File: src/rtl/alu_pkg.sv
// Shared ALU opcode constants and decode helpers for the ripple and bit-serial ALUs.
// Latency: none, constants and pure functions only.
// Backpressure: not applicable.
package alu_pkg;

   localparam logic [2:0] ALU_AND = 3'b000;
   localparam logic [2:0] ALU_OR  = 3'b001;
   localparam logic [2:0] ALU_ADD = 3'b010;
   localparam logic [2:0] ALU_SUB = 3'b110;
   localparam logic [2:0] ALU_SLT = 3'b111;

   // Two's-complement subtract ops: B is inverted and carry-in starts at 1.
   function automatic logic is_sub(input logic [2:0] op);
      return (op == ALU_SUB) || (op == ALU_SLT);
   endfunction

   // Ops whose final carry is meaningful to the consumer.
   function automatic logic is_arith(input logic [2:0] op);
      return (op == ALU_ADD) || is_sub(op);
   endfunction

endpackage

File: src/rtl/bit_serial_alu_seq_if.sv
// Operand/result handshake bundle for the bit-serial ALU.
// Latency: none, wires only.
// Backpressure: valid/ready on the operand side and on the result side.
interface bit_serial_alu_seq_if #(parameter int WIDTH = 32);

   logic             flush;
   logic             in_valid;
   logic             in_ready;
   logic [WIDTH-1:0] a;
   logic [WIDTH-1:0] b;
   logic [2:0]       op;
   logic             out_valid;
   logic             out_ready;
   logic [WIDTH-1:0] result;
   logic             zero;
   logic             carry_out;

   modport master (
      output flush, in_valid, a, b, op, out_ready,
      input  in_ready, out_valid, result, zero, carry_out
   );

   modport slave (
      input  flush, in_valid, a, b, op, out_ready,
      output in_ready, out_valid, result, zero, carry_out
   );

endinterface

File: src/rtl/bitALU.sv
// One-bit ALU slice: AND, OR, and full-adder add/subtract on a single bit position.
// Latency: purely combinational.
// Backpressure: none, the caller sequences it.
module bitALU
   import alu_pkg::*;
(
   input  logic       a,
   input  logic       b,
   input  logic       cin,
   input  logic [2:0] op,
   output logic       out,
   output logic       cout
);

   logic b_eff;

   // Subtract ops add the inverted B bit; illegal ops produce 0 with no carry.
   always_comb begin
      b_eff = b ^ is_sub(op);
      out   = 1'b0;
      cout  = 1'b0;
      case (op)
         ALU_AND: out = a & b;
         ALU_OR:  out = a | b;
         ALU_ADD, ALU_SUB, ALU_SLT: begin
            out  = a ^ b_eff ^ cin;
            cout = (a & b_eff) | (cin & (a ^ b_eff));
         end
         default: begin
            out  = 1'b0;
            cout = 1'b0;
         end
      endcase
   end

endmodule

File: src/rtl/bit_serial_alu_seq.sv
// Bit-serial ALU: one WIDTH-bit op through a single 1-bit slice, LSB first, carry held in a flop.
// Latency: out_valid rises WIDTH cycles after accept; one op per WIDTH+2 cycles at best.
// Backpressure: DONE holds until out_ready; in_ready is high only in IDLE.
module bit_serial_alu_seq
   import alu_pkg::*;
#(
   parameter int WIDTH = 32
) (
   input logic                clk,
   input logic                rst_n,
   bit_serial_alu_seq_if.slave bus
);

   localparam int CNT_W = $clog2(WIDTH);

   localparam logic [1:0] S_IDLE = 2'd0;
   localparam logic [1:0] S_RUN  = 2'd1;
   localparam logic [1:0] S_DONE = 2'd2;

   logic [1:0]       state_q, state_d;
   logic [CNT_W-1:0] cnt_q, cnt_d;
   logic [WIDTH-1:0] a_sh_q, a_sh_d;
   logic [WIDTH-1:0] b_sh_q, b_sh_d;
   logic [WIDTH-1:0] res_sh_q, res_sh_d;
   logic [2:0]       op_q, op_d;
   logic             carry_q, carry_d;
   logic             slice_out, slice_cout;
   logic [WIDTH-1:0] res_fmt;

   // The slice's carry-in comes straight from the carry flop.
   bitALU u_slice (
      .a    (a_sh_q[0]),
      .b    (b_sh_q[0]),
      .cin  (carry_q),
      .op   (op_q),
      .out  (slice_out),
      .cout (slice_cout)
   );

   // Next-state: flush wins over everything, otherwise IDLE -> RUN -> DONE -> IDLE.
   always_comb begin
      state_d  = state_q;
      cnt_d    = cnt_q;
      a_sh_d   = a_sh_q;
      b_sh_d   = b_sh_q;
      res_sh_d = res_sh_q;
      op_d     = op_q;
      carry_d  = carry_q;
      if (bus.flush) begin
         state_d  = S_IDLE;
         cnt_d    = '0;
         a_sh_d   = '0;
         b_sh_d   = '0;
         res_sh_d = '0;
         op_d     = '0;
         carry_d  = 1'b0;
      end else begin
         case (state_q)
            S_IDLE: begin
               if (bus.in_valid) begin
                  a_sh_d   = bus.a;
                  b_sh_d   = bus.b;
                  op_d     = bus.op;
                  res_sh_d = '0;
                  cnt_d    = '0;
                  carry_d  = is_sub(bus.op);
                  state_d  = S_RUN;
               end
            end
            S_RUN: begin
               a_sh_d   = {1'b0, a_sh_q[WIDTH-1:1]};
               b_sh_d   = {1'b0, b_sh_q[WIDTH-1:1]};
               res_sh_d = {slice_out, res_sh_q[WIDTH-1:1]};
               carry_d  = slice_cout;
               cnt_d    = cnt_q + 1'b1;
               if (cnt_q == CNT_W'(WIDTH - 1)) begin
                  state_d = S_DONE;
               end
            end
            S_DONE: begin
               if (bus.out_ready) begin
                  state_d = S_IDLE;
               end
            end
            default: state_d = S_IDLE;
         endcase
      end
   end

   // State and datapath registers, cleared asynchronously.
   always_ff @(posedge clk or negedge rst_n) begin
      if (!rst_n) begin
         state_q  <= S_IDLE;
         cnt_q    <= '0;
         a_sh_q   <= '0;
         b_sh_q   <= '0;
         res_sh_q <= '0;
         op_q     <= '0;
         carry_q  <= 1'b0;
      end else begin
         state_q  <= state_d;
         cnt_q    <= cnt_d;
         a_sh_q   <= a_sh_d;
         b_sh_q   <= b_sh_d;
         res_sh_q <= res_sh_d;
         op_q     <= op_d;
         carry_q  <= carry_d;
      end
   end

   // Outputs are forced to 0 except in DONE; SLT reduces to the sign bit of A-B.
   always_comb begin
      res_fmt       = (op_q == ALU_SLT) ? {{(WIDTH-1){1'b0}}, res_sh_q[WIDTH-1]} : res_sh_q;
      bus.in_ready  = (state_q == S_IDLE);
      bus.out_valid = (state_q == S_DONE);
      bus.result    = '0;
      bus.zero      = 1'b0;
      bus.carry_out = 1'b0;
      if (state_q == S_DONE) begin
         bus.result    = res_fmt;
         bus.zero      = (res_fmt == '0);
         bus.carry_out = is_arith(op_q) & carry_q;
      end
   end

endmodule

File: src/flat_wrapper.sv
// flat-port wrapper written by rule: the top's interface ports become plain ports
module bit_serial_alu_seq_flat import alu_pkg::*;
#(
   parameter int WIDTH = 32
)
  (clk, rst_n, bus_flush, bus_in_valid, bus_a, bus_b, bus_op, bus_out_ready, bus_in_ready, bus_out_valid, bus_result, bus_zero, bus_carry_out);
  bit_serial_alu_seq_if #(.WIDTH(WIDTH)) bus_i ();
  input logic clk;
  input logic rst_n;
  input wire logic [$bits(bus_i.flush)-1:0] bus_flush;
  input wire logic [$bits(bus_i.in_valid)-1:0] bus_in_valid;
  input wire logic [$bits(bus_i.a)-1:0] bus_a;
  input wire logic [$bits(bus_i.b)-1:0] bus_b;
  input wire logic [$bits(bus_i.op)-1:0] bus_op;
  input wire logic [$bits(bus_i.out_ready)-1:0] bus_out_ready;
  output wire logic [$bits(bus_i.in_ready)-1:0] bus_in_ready;
  output wire logic [$bits(bus_i.out_valid)-1:0] bus_out_valid;
  output wire logic [$bits(bus_i.result)-1:0] bus_result;
  output wire logic [$bits(bus_i.zero)-1:0] bus_zero;
  output wire logic [$bits(bus_i.carry_out)-1:0] bus_carry_out;
  assign bus_i.flush = bus_flush;
  assign bus_i.in_valid = bus_in_valid;
  assign bus_i.a = bus_a;
  assign bus_i.b = bus_b;
  assign bus_i.op = bus_op;
  assign bus_i.out_ready = bus_out_ready;
  assign bus_in_ready = bus_i.in_ready;
  assign bus_out_valid = bus_i.out_valid;
  assign bus_result = bus_i.result;
  assign bus_zero = bus_i.zero;
  assign bus_carry_out = bus_i.carry_out;
  bit_serial_alu_seq #(.WIDTH(WIDTH)) u_core (.clk(clk), .rst_n(rst_n), .bus(bus_i));
endmodule
File: config.mk
export PLATFORM = sky130hd
export DESIGN_NAME = bit_serial_alu_seq_flat
export DESIGN_NICKNAME = d
export VERILOG_FILES = /design/src/rtl/alu_pkg.sv /design/src/rtl/bit_serial_alu_seq_if.sv /design/src/rtl/bitALU.sv /design/src/rtl/bit_serial_alu_seq.sv /design/src/flat_wrapper.sv
export SDC_FILE = /design/constraint.sdc
export NUM_CORES = 1
export LEC_CHECK = 0
export BUFFER_PORTS_ARGS = -buffer_cell sky130_fd_sc_hd__buf_2
export CORE_ASPECT_RATIO = 0.8
export CORE_MARGIN = 2
export CORE_UTILIZATION = 40
export CTS_CLUSTER_SIZE = 24
export DETAILED_ROUTE_END_ITERATION = 10
export HOLD_SLACK_MARGIN = 0.06
export MAX_ROUTING_LAYER = met4
export SLEW_MARGIN = 5
export SYNTH_ARGS = -nofsm -noshare
export SYNTH_HDL_FRONTEND = slang
export SYNTH_HIERARCHICAL = 1
export SYNTH_SLANG_ARGS = --single-unit
export TNS_END_PERCENT = 20
File: constraint.sdc
create_clock -name clk -period 2.3 [get_ports clk]
set_input_delay 0.115 -clock clk [delete_from_list [all_inputs] [get_ports clk]]
set_output_delay 0.115 -clock clk [all_outputs]
set_load 0.01 [all_outputs]
==> results.toml, run 1 <==
[drt]
drt-initial-drc-count = 361
drc = 0
viasPerCell = 5.40
dr_total_vias = 4315
wl_per_cell_um = 15.3
wirelength_um = 12200
ant_nets = 0
dr.pass1.iters = 4

[synthesis]
yosys_warnings = 6
yosysTopAreaCell = "dfrtp_1"
syn_area_um2 = 4900
synth-adder-area-share_pct = 1.15
synth_mux_area_share_pct = 1.51
yosysTopAreaCellShare_pct = 54.6
synthesis.nets = 565
synth.distinct_cells = 35
syn_area_per_cell_um2 = 10.0
synth-simple-area-share_pct = 21.5
synthTopCellsByArea = "dfrtp_1 (55%), nor2_1 (8.4%), a221oi_1 (8.4%)"
synthCells = 490
synth_seq_cells = 107
synth_compound_area_share_pct = 16.1
synth-seq-area-share_pct = 54.6
synth_top_family_by_area = "simple AND/OR/NAND/NOR gates"
synth_xor_area_share_pct = 0.179

[sta]
post-route-min-period_ns = 2.06
max_clock_freq_ghz = 0.486
rsz0062_at_grt = "false"
timing.final.crit_share_pct = 89.4
hold_viol_final = 0
worstMarginPinSlew_ns = 0.636
final-setup-viol-count = 0
holdWs_ns = 0.0692
drv_slew = 0
fin_skew_ns = 0.00588
fin_tns_setup_ns = 0
max-slew-margin-rel_pct = 57.5

[global_route]
grt_pass1_wl_um = 19800
antenna_found_initial = 0
grt_pass1_vias = 3952
grt.total_usage_pct = 19.3
overflow = 0
grt_max_degree = 67

[power]
peakVddDrop_uv = 382
power.density_nw_per_um2 = 638
leakage_nw = 3.35

[critical_path]
crit_slowest_cell = "dfrtp_1"
worst_r2r_endpoint = "u_core/res_sh_q[31]$_DFFE_PN0P_"
worstRegToRegCells = 5
setup.worst_path.start_class = "register"
crit_start = "u_core/op_q[1]$_DFFE_PN0P_"
cp-endpoint = "bus_result[27]"
path_class = "register to output pin"
crit_arrival_ns = 1.94
r2r_slack_ns = 0.55
crit_fanout = 20
critPathMaxStageDelay_ns = 0.47
cp_cell_sequence = "nand3_1 > buf_4 > and3_1 > buf_2"
worstSetupEndpointType = "output pin"
r2r_start = "u_core/op_q[1]$_DFFE_PN0P_"
crit_required_ns = 2.18

[status]
run_status = "finished clean"

[finish]
stdcell_area_um2 = 6550
layout_commonest_cell = "nor2_1"
area_delta_synth_final_pct = 33.5
n_antenna_cell = 0
drive_gt1_share_pct = 22.1
final_cells = 799
post-route-util_pct = 54.2
final_cell_mix = "nor2_1 (109), dfrtp_1 (107), buf_2 (106)"
fillerInstances = 1090
nNetsFinal = 718

[run]
cap_violations = 0

[die]
start_util_pct = 40.6
placementRows = 36
core_area_um2 = 12100
fp.dieW_um = 128
io_pins = 108
dieArea_um2 = 13200
dieHeight_um = 103

[worst_hold_path]
worstHoldStart = "bus_a[19]"
holdCritPathClass = "input pin to register"

[clocking]
post_cts_resized = 0
worstSkewPairLatency_ns = 0.34
cts.sinks = 107
clk_path_buf_depth = 2
cts_inserted_buffers = 9
cts-root-buf = "clkbuf_16"
clk_pin_slew_worst_paths_ns = 0.07
tritoncts = "done"
htree_levels = 3

[place]
dpl.cell_count = 717
dpl_cell_area_um2 = 5570
place_congestion = 0.806
io_buffers = 107
dp_hpwl_um = 7550
## metal layers
layer,track usage (%),wire length [um],up-vias
li1,-,-,2076
met1,26.2,5740,2127
met2,29.6,5910,102
met3,3.48,462,10
met4,6.09,127,0
met5,-,0,-
## how the worst min path moves through the flow
stage,end,slack [ns],cells past startpoint
after floorplan,u_core/a_sh_q[0]$_DFFE_PN0P_,-0.18,0
after global placement,u_core/res_sh_q[10]$_DFFE_PN0P_,0.17,1
after detailed placement,u_core/res_sh_q[11]$_DFFE_PN0P_,0.17,1
after CTS,u_core/a_sh_q[19]$_DFFE_PN0P_,0.06,3
after global routing,u_core/a_sh_q[19]$_DFFE_PN0P_,0.1,3
final,u_core/a_sh_q[19]$_DFFE_PN0P_,0.07,3
## timing repair
| item | 4_1_cts | 5_1_grt |
|---|---|---|
| endpoints found under the setup margin | 0 | 0 |
| buffers inserted | 0 | 0 |
| hold buffers | 67 | 0 |
| endpoints found under the hold margin | 112 | 0 |
## cell type report
| class | count | area (um^2) | share of cell area, % |
|---|---|---|---|
| tap | 152 | 190 | 2.91 |
| multi-input combinational | 336 | 2000 | 30.6 |
| sequential | 107 | 2680 | 40.9 |
| timing repair buffer | 186 | 1360 | 20.8 |
| clock inverter | 3 | 46.3 | 0.707 |
| clock buffer | 12 | 256 | 3.92 |
| inverter | 3 | 11.3 | 0.172 |
## flip-flops by register name, summed over array words and instances (netlist names)
signal	count
u_core/a_sh_q	32
u_core/b_sh_q	32
u_core/res_sh_q	32
u_core/cnt_q	5
u_core/op_q	3
u_core/state_q	2
u_core/carry_q	1
## power by group
group          total (W)  leakage (nW)  internal [W]  switching [W]
combinational   0.000520          1.79      0.000255       0.000265
sequential       0.00209          1.41       0.00201      0.0000807
clock            0.00157         0.145      0.000903       0.000664
total            0.00418          3.35       0.00317        0.00101
## cell usage after synthesis
master and instances:
nor2_1 110, dfrtp_1 107, a221oi_1 47, nand2_1 37, nand3_1 35, a22o_1 34, and3_1 33, buf_2 28
clkbuf_1 10, nor4_1 8, mux2i_1 4, a21oi_1 3, buf_6 3, inv_1 3, mux2_2 3, a22oi_1 2
buf_4 2, ha_1 2, nand2b_1 2, nand4_1 2, a32o_1 1, a32oi_1 1, and2b_1 1, buf_1 1
fa_1 1, maj3_2 1, nor2b_1 1, nor2b_4 1, nor3_1 1, nor3b_1 1, o2111a_1 1, o21bai_2 1
o31ai_1 1, or2b_1 1, xnor2_1 1
## critical path: cells and delay by family, from the launching register on
| kind | cells | cell delay, ns |
|---|---|---|
| buffers and inverters | 2 | 0.49 |
| flip-flops | 1 | 0.47 |
| AND/OR/NAND/NOR | 2 | 0.63 |
## cells by family (layout without fill, tap and decap cells)
kind of cell             Yosys count  count (layout)
AND/OR/NAND/NOR                  233             233
flip-flops                       107             107
AO/OA/AOI/OAI                     91              91
buffers and inverters             47             204
multiplexers                       7               7
adder cells (fa/ha/maj)            4               4
XOR/XNOR                           1               1
## through the flow
step                      setup slack, ns  power [W]
after floorplan                     0.674    0.00237
after global placement              0.613    0.00254
after detailed placement            0.571    0.00256
after CTS                           0.233    0.00422
after global routing               0.0918    0.00437
final                               0.244    0.00418
No activity file was read; power rests on OpenSTA's default activity.
==> run 2: changes to the inputs <==
--- a/config.mk
+++ b/config.mk
@@ -7,12 +7,14 @@
 export LEC_CHECK = 0
 export BUFFER_PORTS_ARGS = -buffer_cell sky130_fd_sc_hd__buf_2
 export CORE_ASPECT_RATIO = 0.8
-export CORE_MARGIN = 2
+export CORE_MARGIN = 4
 export CORE_UTILIZATION = 40
+export CTS_BUF_LIST = sky130_fd_sc_hd__clkbuf_8
 export CTS_CLUSTER_SIZE = 24
 export DETAILED_ROUTE_END_ITERATION = 10
 export HOLD_SLACK_MARGIN = 0.06
 export MAX_ROUTING_LAYER = met4
+export REMOVE_ABC_BUFFERS = 1
 export SLEW_MARGIN = 5
 export SYNTH_ARGS = -nofsm -noshare
 export SYNTH_HDL_FRONTEND = slang
==> results.toml, run 2 (synthesized netlist as in run 1, its figures left out) <==
[sta]
final-setup-viol-count = 0
rsz0062_at_grt = "false"
setup_ws_ns = 0.208
fin_skew_ns = 0.00440
hold_viol_final = 0
drv_slew = 0
worstMarginPinSlew_ns = 0.610
max-slew-margin-rel_pct = 59.3
post-route-min-period_ns = 2.09
fin_tns_setup_ns = 0
timing.final.crit_share_pct = 91.0
max_clock_freq_ghz = 0.478

[drt]
dr_total_vias = 4289
dr.pass1.iters = 4
drt-initial-drc-count = 272
viasPerCell = 5.35
ant_nets = 0
drc = 0
wl_per_cell_um = 15.2
wirelength_um = 12200

[critical_path]
crit_arrival_ns = 2.35
critPathTopFamily = "simple AND/OR/NAND/NOR gates"
setup.worst_path.start_class = "register"
crit_fanout = 8
cp_cell_sequence = "nor3b_1 > mux2i_1 > nor2_1 > dlygate4sd3_1"
worstSetupEndpointType = "register"
crit_required_ns = 2.56
r2r_slack_ns = 0.21
path_class = "register to register"
critPathMaxStageDelay_ns = 0.57
path_buf_inv = 1
crit_slowest_cell = "nor3b_1"

[run]
cap_violations = 0

[die]
core_area_um2 = 11700
dieArea_um2 = 14100
start_util_pct = 41.8
placementRows = 35
io_pins = 108
fp.dieW_um = 132
dieHeight_um = 107

[clocking]
tritoncts = "done"
post-cts-setup-buffers = 0
clk_path_buf_depth = 2
htree_levels = 3
worstSkewPairLatency_ns = 0.37
cts.sinks = 107
cts_inserted_buffers = 9
clk_pin_slew_worst_paths_ns = 0.10
cts_hold_buffers = 75
post_cts_resized = 0
cts-root-buf = "clkbuf_8"

[global_route]
grt-busiest-layer = "met2"
grtUsageMet3_pct = 4.55
met2_usage_pct = 27.6
grt.total_usage_pct = 18.1
antenna_found_initial = 0
grt_max_degree = 91
overflow = 0
grt_pass1_vias = 4110
met1_usage_pct = 24.6
grt_pass1_wl_um = 20500

[power]
power.density_nw_per_um2 = 587
leakage_nw = 3.34
peakVddDrop_uv = 408

[status]
run_status = "finished clean"

[place]
place_congestion = 0.766
io_buffers = 107
dp_hpwl_um = 7550
detailedPlace.worstSlack_ns = 0.582

[finish]
reg_top3 = "u_core/a_sh_q (32), u_core/b_sh_q (32), u_core/res_sh_q (32)"
n_antenna_cell = 0
drive_gt1_share_pct = 21.9
final_cell_mix = "nor2_1 (109), dfrtp_1 (107), buf_2 (106)"
nNetsFinal = 724
layout_commonest_cell = "nor2_1"
area_delta_synth_final_pct = 33.1

[worst_hold_path]
holdCritPathClass = "input pin to async pin"
## run 2: cell count changes in the layout (fill, tap and decap cells not counted)
| cell | delta |
|---|---|
| clkbuf_16 | -9 |
| clkbuf_8 | +9 |
| dlygate4sd3_1 | +8 |
| buf_4 | -3 |
| buf_12 | +1 |
| clkbuf_1 | -1 |
| clkinv_2 | +1 |
| clkinvlp_4 | +1 |
## run 2: where the power goes
group          internal [W]  switching [W]  total [W]
clock network      0.000565       0.000657    0.00122
logic              0.000263       0.000262   0.000524
registers           0.00201      0.0000797    0.00209
total               0.00283       0.000998    0.00383
## run 2: worst reg2reg max path, cell delays in order, from the launching register on
cell and delay (ns):
dfrtp_1 0.50, nor3b_1 0.57, mux2i_1 0.28, nor2_1 0.06
dlygate4sd3_1 0.57
## run 2: cell type report
type                       count  area [um^2]
clock inverter                 5         58.8
tap                          148          185
multi-input combinational    336         2000
clock buffer                  11          151
sequential                   107         2680
inverter                       3         11.3
fill                        1057         5210
timing repair buffer         192         1440
## run 2: metal layers
metal | wire, um | vias to the layer above
li1 | - | 2082
met1 | 5690 | 2046
met2 | 5570 | 147
met3 | 802 | 14
met4 | 129 | 0
met5 | 0 | -
## run 2: worst paths after layout
path / start / to / cells past startpoint
setup / recovery: u_core/state_q[1]$_DFFE_PN0P_ / u_core/op_q[2]$_DFFE_PN0P_ / 4
setup reg to reg: u_core/state_q[1]$_DFFE_PN0P_ / u_core/op_q[2]$_DFFE_PN0P_ / 4
min in group clk: u_core/a_sh_q[31]$_DFFE_PN0P_ / u_core/a_sh_q[31]$_DFFE_PN0P_ / 2
hold / removal: rst_n / u_core/res_sh_q[13]$_DFFE_PN0P_ / 2
max in group asynchronous: rst_n / u_core/b_sh_q[14]$_DFFE_PN0P_ / 3
hold reg to reg: u_core/a_sh_q[31]$_DFFE_PN0P_ / u_core/a_sh_q[31]$_DFFE_PN0P_ / 2
## run 2: metrics by stage
| step | total power [W] | hold WS, ns | instances | util, % | instance area (um^2) |
|---|---|---|---|---|---|
| after floorplan | 0.00234 | -0.181 | 446 | - | 4670 |
| after global placement | 0.00254 | 0.0892 | 711 | 47.4 | 5570 |
| after detailed placement | 0.00255 | 0.0955 | 711 | 47.4 | 5570 |
| after CTS | 0.00388 | 0.227 | 802 | 55.6 | 6530 |
| after global routing | 0.00401 | 0.264 | 802 | 55.6 | 6530 |
| final | 0.00383 | 0.225 | 802 | 55.6 | 6530 |
==> run 3: changes to the inputs <==
--- a/config.mk
+++ b/config.mk
@@ -5,6 +5,7 @@
 export SDC_FILE = /design/constraint.sdc
 export NUM_CORES = 1
 export LEC_CHECK = 0
+export ABC_AREA = 1
 export BUFFER_PORTS_ARGS = -buffer_cell sky130_fd_sc_hd__buf_2
 export CORE_ASPECT_RATIO = 0.8
 export CORE_MARGIN = 4
@@ -12,6 +13,7 @@
 export CTS_BUF_LIST = sky130_fd_sc_hd__clkbuf_8
 export CTS_CLUSTER_SIZE = 24
 export DETAILED_ROUTE_END_ITERATION = 10
+export GPL_TIMING_DRIVEN = 0
 export HOLD_SLACK_MARGIN = 0.06
 export MAX_ROUTING_LAYER = met4
 export REMOVE_ABC_BUFFERS = 1
==> results.toml, run 3 <==
[finish]
layout_commonest_cell = "nand2_1"
n_antenna_cell = 0
drive_gt1_share_pct = 18.1
post-route-util_pct = 54.1
final_cells = 939
final_cell_mix = "nand2_1 (147), dfrtp_1 (107), buf_2 (106)"
reg_top3 = "u_core/a_sh_q (32), u_core/b_sh_q (32), u_core/res_sh_q (32)"
nNetsFinal = 839
area_delta_synth_final_pct = 30.9

[sta]
drv_slew = 0
timing.final.crit_share_pct = 91.3
final-setup-viol-count = 0
worstMarginPinSlew_ns = 1.16
max-slew-margin-rel_pct = 22.4
max_clock_freq_ghz = 0.476
fin_skew_ns = 0.0174
setup_ws_ns = 0.200
fin_tns_setup_ns = 0
post-route-min-period_ns = 2.10
hold_viol_final = 0

[place]
dpl.cell_count = 851
io_buffers = 107
place_congestion = 0.754
detailedPlace.worstSlack_ns = -0.492
dp_hpwl_um = 7670

[global_route]
grt.total_usage_pct = 18.9
overflow = 0
antenna_found_initial = 0
grt_pass1_wl_um = 21700
grt_max_degree = 86
grt_pass1_vias = 4549

[synthesis]
syn_area_per_cell_um2 = 8.28
synth_mux_area_share_pct = 0
synth_compound_area_share_pct = 15.9
syn_area_um2 = 5080
synth_xor_area_share_pct = 0.172
synthTopCellsByCount = "nand2_1 (147), dfrtp_1 (107), inv_1 (57)"
ys.flop_type = "dfrtp_1"
yosysTopAreaCell = "dfrtp_1"
synth-simple-area-share_pct = 21.4
synth.distinct_cells = 30
async_flop_share_pct = 100
synth_top_family_by_area = "simple AND/OR/NAND/NOR gates"
synth_edf_count = 0
synth-adder-area-share_pct = 0.886
synth-seq-area-share_pct = 52.7
synth_seq_cells = 107
yosys_warnings = 6
synthTopCellsByArea = "dfrtp_1 (53%), nand2_1 (11%), inv_1 (4.2%)"
yosysTopAreaCellShare_pct = 52.7
synthCells = 614
synth_most_common_cell = "nand2_1"

[run]
cap_violations = 0

[critical_path]
worstRegToRegCells = 6
worstSetupEndpointType = "register"
crit_start = "u_core/state_q[1]$_DFFE_PN0P_"
path_class = "register to register"
r2r_slack_ns = 0.20
crit_required_ns = 2.56
r2r_start = "u_core/state_q[1]$_DFFE_PN0P_"
crit_fanout = 85
worst_r2r_endpoint = "u_core/a_sh_q[18]$_DFFE_PN0P_"
setup.worst_path.start_class = "register"
crit_arrival_ns = 2.36

[drt]
dr_total_vias = 4625
viasPerCell = 4.93
drc = 0
dr.pass1.iters = 5
ant_nets = 0
wl_per_cell_um = 13.7
drt-initial-drc-count = 379
wirelength_um = 12800

[clocking]
clk_path_buf_depth = 2
htree_levels = 3
tritoncts = "done"
worstSkewPairLatency_ns = 0.38
cts.sinks = 107
cts-root-buf = "clkbuf_8"
clk_pin_slew_worst_paths_ns = 0.09
cts_inserted_buffers = 9

[worst_hold_path]
worstHoldStart = "bus_b[17]"
min_to = "u_core/b_sh_q[17]$_DFFE_PN0P_"
whs_path_depth = 5
holdCritPathClass = "input pin to register"

[die]
io_pins = 108
core_area_um2 = 12300
fp.dieW_um = 134
placementRows = 36
dieArea_um2 = 14600
start_util_pct = 41.3
dieHeight_um = 109

[power]
power.density_nw_per_um2 = 868
peakVddDrop_uv = 363
leakage_nw = 3.13

[status]
run_status = "finished clean"
-- run 3: cell count changes after synthesis, moves of 31 or more --
cell | before | now
nor2_1 | 110 | 50
o22ai_1 | 0 | 31
a22o_1 | 34 | 2
inv_1 | 3 | 57
a31oi_1 | 0 | 34
nand2_1 | 37 | 147
a221oi_1 | 47 | 0
and3_1 | 33 | 1
-- run 3: worst max-delay path by stage --
stage	to	slack, ns	cells after the start
2_1_floorplan	u_core/b_sh_q[31]$_DFFE_PN0P_	-0.01	6
3_3_place_gp	u_core/b_sh_q[4]$_DFFE_PN0P_	-0.71	6
3_5_place_dp	u_core/b_sh_q[22]$_DFFE_PN0P_	-0.49	7
4_1_cts	bus_result[29]	0.002	4
5_1_grt	u_core/b_sh_q[31]$_DFFE_PN0P_	-0.002	7
6_report	u_core/a_sh_q[18]$_DFFE_PN0P_	0.20	6
-- run 3: critical path, cell delays in order (launching register included) --
cell and delay (ns):
dfrtp_1 0.41, inv_2 0.09, o21ai_4 0.55, inv_6 0.38, buf_12 0.31, nor2_1 0.12
a31oi_1 0.05
-- run 3: layer usage --
metal  track usage (%)  up-vias  routed length [um]
li1                  -     2350                   -
met3              4.75       11                 552
met4              4.51        0                 123
met5                 -        -                   0
met1              23.9     2173                6090
met2              30.9       91                6060
-- run 3: logic make-up after synthesis --
kind of cell               Yosys count
adders and majority gates            3
and+or+nand+nor                    262
DFF                                107
buffers and inverters              105
AOI/OAI and AO/OA                  136
xor gates and xnor gates             1
-- run 3: power by group --
part           switching (W)  internal (W)
logic                0.00112      0.000611
clock network       0.000628      0.000711
registers           0.000309       0.00239
-- run 3: what timing repair did --
action | 4_1_cts | 5_1_grt
endpoints found under the setup margin | 92 | 60
hold buffers | 70 | 0
pin swaps | 1 | 1
endpoints found under the hold margin | 115 | 0
setup buffers | 0 | 1
gates cloned | 1 | 1
resized for setup | 4 | 6
-- run 3: area by class of cell --
cell class / count / area, um^2
fill: 1180 / 5640
timing repair buffer: 180 / 1300
timing repair inverter: 1 / 7.51
tap: 171 / 214
sequential: 107 / 2680
inverter: 62 / 248
multi-input combinational: 403 / 1980
clock inverter: 6 / 106
clock buffer: 9 / 124
-- run 3: through the flow --
stage          total power (W)  hold slack [ns]  instance area (um^2)
3_5_place_dp           0.00432           0.0811                  5670
4_1_cts                0.00581           0.0733                  6620
5_1_grt                0.00623           0.0988                  6660
2_1_floorplan          0.00378           -0.181                  4860
6_report               0.00578           0.0997                  6660
3_3_place_gp           0.00425            0.347                  5610
